File: config.mk
export PLATFORM = sky130hd
export DESIGN_NAME = uart_tx_line_buffer_flat
export DESIGN_NICKNAME = d
export VERILOG_FILES = /design/src/rtl/uart_tx_line_buffer_pkg.sv /design/src/rtl/uart_tx_line_buffer_if.sv /design/src/rtl/uart_tx_line_buffer_fifo.sv /design/src/rtl/uart_tx_line_buffer.sv /design/src/flat_wrapper.sv
export SDC_FILE = /design/constraint.sdc
export NUM_CORES = 1
export LEC_CHECK = 0
export BUFFER_PORTS_ARGS = -buffer_cell sky130_fd_sc_hd__buf_2
export CAP_MARGIN = 30
export CORE_MARGIN = 1
export CORE_UTILIZATION = 61
export DETAILED_ROUTE_END_ITERATION = 6
export PLACE_DENSITY = 0.82
export SLEW_MARGIN = 0
export SYNTH_ARGS = -nofsm -noshare
export SYNTH_HDL_FRONTEND = slang
export SYNTH_SLANG_ARGS = --single-unit
export TNS_END_PERCENT = 30
File: constraint.sdc
create_clock -name clock -period 5.17 [get_ports clock]
set_input_delay 0.517 -clock clock [delete_from_list [all_inputs] [get_ports clock]]
set_output_delay 0.517 -clock clock [all_outputs]
set_load 0.02 [all_outputs]
File: src/rtl/uart_tx_line_buffer_pkg.sv
// uart_tx_pkg: shared character type, control-char constants and flush FSM states
package uart_tx_pkg;
  typedef logic [7:0] uart_char_t;
  localparam uart_char_t UART_CH_LF = 8'h0A;
  localparam uart_char_t UART_CH_CR = 8'h0D;
  typedef enum logic {IDLE, DRAIN} linebuf_state_e;
endpackage

File: src/rtl/uart_tx_line_buffer_if.sv
// uart_tx_line_buffer_if: UART char strobe in, valid/ready console stream out
interface uart_tx_line_buffer_if;
  import uart_tx_pkg::*;
  logic       in_valid;
  uart_char_t in_ch;
  logic       out_valid;
  uart_char_t out_ch;
  logic       out_last;
  logic       out_ready;
  modport master (output in_valid, in_ch, out_ready, input out_valid, out_ch, out_last);
  modport slave (input in_valid, in_ch, out_ready, output out_valid, out_ch, out_last);
endinterface

File: src/rtl/uart_tx_line_buffer_fifo.sv
// uart_tx_fifo: first-word fall-through FIFO with occupancy count; caller never overflows or underflows it
module uart_tx_fifo
  import uart_tx_pkg::*;
#(
  parameter int DEPTH = 64,
  localparam int AW = $clog2(DEPTH)
) (
  input  logic          clock,
  input  logic          reset,
  input  logic          push_i,
  input  uart_char_t    din_i,
  input  logic          pop_i,
  output uart_char_t    dout_o,
  output logic [AW:0]   count_o
);
  uart_char_t      mem_q [DEPTH];
  logic [AW-1:0]   wr_q, rd_q;
  logic [AW:0]     cnt_q;
  // pointers wrap naturally because DEPTH is a power of two
  always_ff @(posedge clock or negedge reset)
    if (!reset) begin
      wr_q  <= '0;
      rd_q  <= '0;
      cnt_q <= '0;
    end else begin
      wr_q  <= wr_q + AW'(push_i);
      rd_q  <= rd_q + AW'(pop_i);
      cnt_q <= cnt_q + (AW+1)'(push_i) - (AW+1)'(pop_i);
    end
  // storage needs no reset; contents are only observed when count is non-zero
  always_ff @(posedge clock)
    if (push_i) mem_q[wr_q] <= din_i;
  assign dout_o  = mem_q[rd_q];
  assign count_o = cnt_q;
endmodule

File: src/rtl/uart_tx_line_buffer.sv
// uart_tx_line_buffer: buffers UART chars and releases them in line bursts; define UART_TX_LINEBUF_STRIP_CR_EN to discard CR at the input
module uart_tx_line_buffer
  import uart_tx_pkg::*;
#(
  parameter int DEPTH          = 64,
  parameter int TIMEOUT_CYCLES = 10000,
  parameter int CNT_W          = 32,
  localparam int AW = $clog2(DEPTH),
  localparam int TW = $clog2(TIMEOUT_CYCLES + 1)
) (
  input  logic                clock,
  input  logic                reset,
  uart_tx_line_buffer_if.slave bus,
  output logic                busy,
  output logic [CNT_W-1:0]    overflow_cnt
);
  linebuf_state_e state_q, state_d;
  logic [AW:0]    count, nl_cnt_q, nl_cnt_d;
  logic [TW-1:0]  timer_q, timer_d;
  logic [CNT_W-1:0] ovf_q, ovf_d;
  logic           take, full, push, pop, drop;
  uart_char_t     head;

`ifdef UART_TX_LINEBUF_STRIP_CR_EN
  assign take = bus.in_valid & (bus.in_ch != UART_CH_CR);
`else
  assign take = bus.in_valid;
`endif

  assign full          = count == (AW+1)'(DEPTH);
  assign bus.out_valid = (state_q == DRAIN) & (count != '0);
  assign bus.out_ch    = head;
  assign bus.out_last  = bus.out_valid & ((head == UART_CH_LF) | (count == (AW+1)'(1)));
  assign pop           = bus.out_valid & bus.out_ready;
  assign push          = take & (!full | pop);
  assign drop          = take & full & !pop;
  assign busy          = state_q == DRAIN;
  assign overflow_cnt  = ovf_q;

  uart_tx_fifo #(.DEPTH(DEPTH)) u_fifo (
    .clock   (clock),
    .reset   (reset),
    .push_i  (push),
    .din_i   (bus.in_ch),
    .pop_i   (pop),
    .dout_o  (head),
    .count_o (count)
  );

  // newline tally, idle timer and saturating drop counter
  always_comb begin
    nl_cnt_d = nl_cnt_q + (AW+1)'(push & (bus.in_ch == UART_CH_LF)) - (AW+1)'(pop & (head == UART_CH_LF));
    timer_d  = (push | (count == '0)) ? '0 :
               ((state_q == IDLE) & (timer_q != TW'(TIMEOUT_CYCLES))) ? timer_q + 1'b1 : timer_q;
    ovf_d    = (drop & ~&ovf_q) ? ovf_q + 1'b1 : ovf_q;
  end

  // flush trigger from registered state; a burst ends on the handshake of its last char
  always_comb begin
    state_d = state_q;
    if (state_q == IDLE)
      state_d = ((nl_cnt_q != '0) | full | ((timer_q == TW'(TIMEOUT_CYCLES)) & (count != '0))) ? DRAIN : IDLE;
    else
      state_d = ((pop & bus.out_last) | (count == '0)) ? IDLE : DRAIN;
  end

  // control state registers
  always_ff @(posedge clock or negedge reset)
    if (!reset) begin
      state_q  <= IDLE;
      nl_cnt_q <= '0;
      timer_q  <= '0;
      ovf_q    <= '0;
    end else begin
      state_q  <= state_d;
      nl_cnt_q <= nl_cnt_d;
      timer_q  <= timer_d;
      ovf_q    <= ovf_d;
    end
endmodule

File: src/flat_wrapper.sv
// flat-port wrapper written by rule: the top's interface ports become plain ports
module uart_tx_line_buffer_flat import uart_tx_pkg::*;
#(
  parameter int DEPTH          = 64,
  parameter int TIMEOUT_CYCLES = 10000,
  parameter int CNT_W          = 32,
  localparam int AW = $clog2(DEPTH),
  localparam int TW = $clog2(TIMEOUT_CYCLES + 1)
)
  (clock, reset, busy, overflow_cnt, bus_in_valid, bus_in_ch, bus_out_ready, bus_out_valid, bus_out_ch, bus_out_last);
  uart_tx_line_buffer_if bus_i ();
  input  logic clock;
  input  logic reset;
  output logic busy;
  output logic [CNT_W-1:0] overflow_cnt;
  input wire logic [$bits(bus_i.in_valid)-1:0] bus_in_valid;
  input wire logic [$bits(bus_i.in_ch)-1:0] bus_in_ch;
  input wire logic [$bits(bus_i.out_ready)-1:0] bus_out_ready;
  output wire logic [$bits(bus_i.out_valid)-1:0] bus_out_valid;
  output wire logic [$bits(bus_i.out_ch)-1:0] bus_out_ch;
  output wire logic [$bits(bus_i.out_last)-1:0] bus_out_last;
  assign bus_i.in_valid = bus_in_valid;
  assign bus_i.in_ch = bus_in_ch;
  assign bus_i.out_ready = bus_out_ready;
  assign bus_out_valid = bus_i.out_valid;
  assign bus_out_ch = bus_i.out_ch;
  assign bus_out_last = bus_i.out_last;
  uart_tx_line_buffer #(.DEPTH(DEPTH), .TIMEOUT_CYCLES(TIMEOUT_CYCLES), .CNT_W(CNT_W)) u_core (.clock(clock), .reset(reset), .bus(bus_i), .busy(busy), .overflow_cnt(overflow_cnt));
endmodule
## After elaboration in Yosys (flattened, before gate mapping)

Memories as Yosys holds them, arrays and structs flattened.
Index checks and enable logic that the tools add are counted.

| operators by class | value |
|---|---|
| $add $sub $neg | 8 |
| equal/unequal tests | 6 |
| multiplexer cells | 7 |
| bitwise gates (word level) | 19 |
| reduce and logical (&&, ||, !) cells | 8 |

Operators by type and width:

| kind | count |
|---|---|
| $add 32x1->32 const B | 1 |
| $reduce_and 32->1 | 1 |
| $mux 14 | 2 |
| $eq 8x4->1 const B | 2 |
| $add 14x1->14 const B | 1 |
| $eq 14x14->1 const B | 1 |
| $ne 14x14->1 const B | 1 |
| $reduce_bool 7->1 | 2 |
| $add 6x1->6 | 2 |
| $and 1x1->1 | 12 |
| $add 7x1->7 | 1 |
| $add 7x7->7 | 1 |
| $eq 7x1->1 const B | 1 |
| $eq 7x7->1 const B | 1 |
| $logic_not 7->1 | 1 |
| $sub 7x1->7 | 1 |
| $sub 7x7->7 | 1 |
| $or 1x1->1 | 6 |
| $mux 1 | 5 |
| $logic_not 1->1 | 3 |
| $reduce_bool 2->1 | 1 |
| $not 1->1 | 1 |

| word-level totals | value |
|---|---|
| register bits after elaboration | 73 |
| bits in writable memories | 512 |
| input port bits | 12 |
| output and inout port bits | 43 |
| word-level logic and storage cells | 56 |
| memories | 1 |

Memories:

| name | depth | bits a word | read ports | clocked after memory_dff | write ports | RTL line | text |
|---|---|---|---|---|---|---|---|
| u_core.u_fifo.mem_q | 64 | 8 | 1 | 0 | 1 | uart_tx_line_buffer_fifo.sv:16 | `uart_char_t mem_q [DEPTH];` |

## Longest topological paths before layout

| logic depth | value |
|---|---|
| depth after elaboration | 8 |
| gate-level depth with buffers | 24 |
| gate-level depth less buffers | 19 |

## By module

From an unflattened synthesis, not the netlist that was laid out.

| unflattened totals | value |
|---|---|
| cells, all modules | 1402 |
| area total of the unflattened synthesis | 23973.0 µm² |

By module, submodules not included:

| module | times used | cells each | area an instance (µm²) | seq. area each (µm²) |
|---|---|---|---|---|
| uart_tx_fifo | 1 | 1094 | 20928.8 | 15850.2 |
| uart_tx_line_buffer | 1 | 308 | 3044.2 | 1351.3 |

## Worst setup path before layout

No wires, ideal clock.

| timing path | value |
|---|---|
| path type | register to register |
| start point | reg u_core.u_fifo.rd_q[1] |
| end point | reg u_core.nl_cnt_q[6] |
| setup time | 0.125 ns |
| arrival time | 4.044 ns |
| required time | 5.045 ns |
| slack | 1.000 ns |
| cell stages (with the launch flop) | 23 |
| path buffers | 3 |
| clock period less this slack | 4.170 ns |
| cell sequence | dfrtp_1 buf_4 buf_6 buf_4 mux2i_1 a221oi_2 o21ai_0 a22o_1 a211oi_1 o2111ai_1 nor2_1 ha_1 inv_1 ha_1 inv_1 fa_1 inv_1 a21oi_1 nor2_1 o21ai_0 a21oi_1 nor2_1 xnor2_1 |

| between the ends | value |
|---|---|
| cells in the longest elaborated chain, start to end | 4 |

RTL lines:

| item | RTL line | text |
|---|---|---|
| start, declared | uart_tx_line_buffer_fifo.sv:17 | `logic [AW-1:0] wr_q, rd_q;` |
| start signal, assigned | uart_tx_line_buffer_fifo.sv:27 | `rd_q <= rd_q + AW'(pop_i);` |
| $mem_v2 64x8 | - |  |
| named net bus_out_ch[3] | flat_wrapper.sv:20 | `output wire logic [$bits(bus_i.out_ch)-1:0] bus_out_ch;` |
| $eq 8x4->1 | uart_tx_line_buffer.sv:52 | `nl_cnt_d = nl_cnt_q + (AW+1)'(push & (bus.in_ch == UART_CH_LF)) - (AW+1)'(pop & (head == UART_CH_LF));` |
| $and 1x1->1 | uart_tx_line_buffer.sv:52 |  |
| $sub 7x7->7 | uart_tx_line_buffer.sv:52 |  |
| named net u_core.nl_cnt_d[6] | uart_tx_line_buffer.sv:18 | `logic [AW:0] count, nl_cnt_q, nl_cnt_d;` |
| end signal, assigned | uart_tx_line_buffer.sv:76 | `nl_cnt_q <= nl_cnt_d;` |
| end, declared | uart_tx_line_buffer.sv:18 |  |

The timed path passes the listed nets, and every way through them passes these cells.
A chain may end at the register's enable or synchronous reset.

## Worst setup path in the final report

| timing path | value |
|---|---|
| start point | reg u_core.u_fifo.rd_q[1] |
| end point | reg u_core.nl_cnt_q[6] |

| between the ends | value |
|---|---|
| cells in the longest elaborated chain, start to end | 4 |

RTL lines:

| item | RTL line |
|---|---|
| $mem_v2 64x8 | - |
| $eq 8x4->1 | uart_tx_line_buffer.sv:52 |
| $and 1x1->1 | uart_tx_line_buffer.sv:52 |
| $sub 7x7->7 | uart_tx_line_buffer.sv:52 |
| named net u_core.nl_cnt_d[6] | uart_tx_line_buffer.sv:18 |

The timed path passes the listed nets, and every way through them passes these cells.

==> flow_summary_export.csv <==
group,metric,value,unit
status,outcome,"complete, no violations",
setup_path,crit_end,"u_core.nl_cnt_q[6]",
routing,wl_met1,21.1,mm
synthesis,syn_nets,1391,
placed_design,gp_congestion,0.970,
cts,htreeDepth,2,
flow_run,drv_cap,0,
routing,routed_wl,55.7,mm
synthesis,synthFlopType,"edfxtp_1",
synthesis,synth_largest_area_cell,"edfxtp_1",
power,switching_share,32.4,%
setup_path,setup.worst_path.start,"u_core.u_fifo.rd_q[1]",
final_layout,stdcell_area,26700,sq um
synthesis,synthArstFlopShare,12.5,%
routing,highest_layer,"met4",
setup_path,required,5.64,ns
cts,path_clk_slew,0.07,ns
global_route,grt_first_pass_wirelength,83.6,mm
routing,drtIter0Drc,1550,
cts,cts_resized,0,
setup_path,startpoint_type,"register",
timing,finalCritPeriodShare,95.8,%
power,power_density,529,nW/um^2
floorplanning,chipHeight,200,microns
floorplanning,pin_count,55,
power,vdd_ir_drop_max,0.000383,V
global_route,grt_pass1_vias,13300,
setup_path,ff2ff_setup_slack,0.22,ns
synthesis,synth-seq-cells,585,
timing,worstMarginPinSlew,1.11,ns
synthesis,yosysSeqAreaShare,72.2,%
routing,drtPass1Iterations,7,
cts,cts-root-buf,"clkbuf_16",
power,total_power,14.1,mW
setup_path,crit_path_end_kind,"register",
cts,cts_tree,"yes",
hold_path,hold_class,"input pin to asynchronous set/reset pin",
setup_path,path_max_fanout,35,
placed_design,place_area,24800,sq um
timing,final_max_slew_viol_count,0,
setup_path,reg2reg_from,"u_core.u_fifo.rd_q[1]",
power,pwr-share-clk,28.8,%
final_layout,area_growth,11.9,%
global_route,track_usage,29.2,%
final_layout,drive_above_1_share,20.1,%
timing,rsz0062_at_grt,"false",
timing,slew_headroom,26.0,%
power,power.leakage,9.24,nW
timing,finalSetupViolCount,0,
floorplanning,die_width,200,microns
global_route,antenna_found_initial,1,
setup_path,cp_slowest_cell,"dfrtp_4",
cts,cts_buffers,56,
setup_path,critical_path_class,"register to register",
synthesis,syn-cell-area,23800,sq um
placed_design,post-place-ws,0.152,ns
cts,insertion_delay,0.61,ns
synthesis,ys_warn_count,0,
timing,worst_slack,0.216,ns
global_route,grt_max_degree,74,
final_layout,multiInputGateArea,6090,sq um
routing,viasPerCell,6.62,
floorplanning,fp-row-count,72,
timing,clock_skew,0.0360,ns
synthesis,synth_edf_count,512,
setup_path,path_cells,"buf_12 > mux4_2 > a22o_1 > nor4b_1 > o22ai_1 > nor4_1 > o2111ai_1 > nor2_1 > ha_1 > inv_1 > ha_1 > inv_1 > fa_1 > inv_1 > a21oi_1 > nor2_1 > o21ai_0 > a21oi_1 > nor2_1 > xnor2_1",
power,intPower,9.54,mW
routing,wl_per_cell,27.6,microns
final_layout,nets,1494,
setup_path,arrival,5.42,ns
floorplanning,start_util,61.8,%
routing,met2_length,26.3,mm
placed_design,port_buffers,54,
timing,fmax,202,MHz
cts,clock_path_buffers,3,
power,p_comb_share,30.0,%
routing,met3_length,6.40,mm
routing,ant_nets,0,
final_layout,fillers,2428,
placed_design,hpwl,34.8,mm
final_layout,register_area,17200,sq um
timing,fin_setup_tns,0,ns
synthesis,synth_area_leaders,"edfxtp_1 (65%), mux4_2 (8.1%), dfrtp_1 (7.7%)",
floorplanning,core-area,38600,sq um
final_layout,layout_commonest_cell,"edfxtp_1",
synthesis,ys_types,69,
routing,drc,0,
final_layout,diodes,0,
floorplanning,fp.dieArea,39900,sq um
synthesis,yosys.area.top_type_share,64.5,%
synthesis,synth_cells,1353,
final_layout,layout_common_cells,"edfxtp_1 (512), nor2_1 (113), mux4_2 (86), mux2i_1 (80), dfrtp_1 (70)",
power,seqPwrFrac,41.2,%
routing,vias,13400,
setup_path,r2r-end,"u_core.nl_cnt_q[6]",
global_route,gr-total-overflow,0,
timing,period_minus_slack,4.95,ns
synthesis,synth.avg_cell_area,17.6,sq um
timing,final_hold_viol_count,0,
cts,cts.sinks,585,
power,p_switching,4.56,mW
setup_path,max_stage_delay,0.84,ns
setup_path,reg2reg_depth,20,
-- flip-flops by register name (all words and copies together), names as in the netlist --
signal / cells
u_core.nl_cnt_q: 7
u_core.u_fifo.wr_q: 6
u_core.overflow_cnt: 32
u_core.u_fifo.count_o: 7
u_core.timer_q: 14
u_core.u_fifo.rd_q: 6
u_core.busy: 1
u_core.u_fifo.mem_q: 512
-- cells by family (layout without fill, tap and decap cells) --
family          Yosys count  in the layout  synth area share [%]
simple gates            273            273                  5.62
compound gates          137            137                  4.24
mux                     175            175                  11.9
flops                   585            585                  72.2
fa+ha+maj                26             26                  1.43
buf+inv                  93            241                  2.25
xor+xnor                 64             64                  2.35
-- cells in the mapped netlist, types with 3 or more instances --
library cell / instances
o22ai_1: 16
buf_1: 7
or2_2: 3
clkbuf_1: 17
mux2_2: 9
a31oi_1: 4
and2_1: 9
a21oi_1: 19
buf_2: 19
mux4_2: 86
nand2b_1: 3
ha_1: 24
a221oi_1: 7
xnor2_1: 39
and4_1: 5
xor2_1: 25
nand4_1: 14
o21bai_1: 4
buf_12: 4
mux2i_1: 80
and3_1: 8
dfrtp_1: 73
nand3_1: 38
o21ai_0: 12
edfxtp_1: 512
a211oi_1: 14
nor4_1: 5
o31ai_1: 4
buf_4: 6
inv_1: 30
a22oi_1: 12
nand3b_1: 6
nor2_1: 113
buf_6: 10
a22o_1: 11
nand2_1: 38
nor2b_1: 8
o221ai_1: 11
nor3_1: 8
-- worst max-delay path, delay by kind of cell, from the launching register on --
kind	cells	cell delay [ns]
flip-flops	1	0.84
AND/OR/NAND/NOR	5	1.15
buffers and inverters	4	0.47
AO/OA/AOI/OAI	6	1.07
adder cells (fa/ha/maj)	3	0.80
XOR/XNOR	1	0.12
multiplexers	1	0.34
-- cell type report --
cell class	count	area share (%)
clock buffers	72	5.59
multi-input cells	675	22.8
flip-flops and latches	585	64.5
inverters	30	0.422
well taps	518	2.43
repair buffers	108	2.96
clock inverters	31	1.21
-- per-layer routing --
layer  vias up  GRT usage, %
li1       5538             -
met1      6748          41.8
met2       943          44.8
met3       146          5.54
met4         0          11.5
met5         -             0
-- through the flow --
step                cells  hold slack (ns)  utilization, %
floorplan            1353            0.221               -
global placement     1910            0.475            64.2
detailed placement   1913            0.491            64.3
CTS                  2016           0.0784            69.0
global route         2019            0.258            69.2
finish               2019            0.273            69.2
-- power by group through the flow --
stage                     registers (mW)  logic (mW)  clock network (mW)
after floorplan                     5.58        3.03                   0
after detailed placement            5.90        4.04                   0
after global placement              5.88        3.95                   0
final                               5.80        4.23                4.06
after CTS                           5.81        4.10                4.08
after global routing                5.82        4.42                4.25
-- what timing repair did --
item	4_1_cts	5_1_grt
buffers inserted	0	1
setup endpoints to repair	0	1
hold buffers	0	1
hold endpoints to repair	0	73
-- how the worst min path moves through the flow --
stage	to	slack [ns]	cells past startpoint
after floorplan	u_core.busy	0.22	0
after global placement	u_core.overflow_cnt[21]	0.47	1
after detailed placement	u_core.overflow_cnt[12]	0.49	1
after CTS	u_core.overflow_cnt[18]	0.08	1
after global routing	u_core.overflow_cnt[15]	0.26	2
final	u_core.overflow_cnt[15]	0.27	2
(Power assumes the default switching activity.)
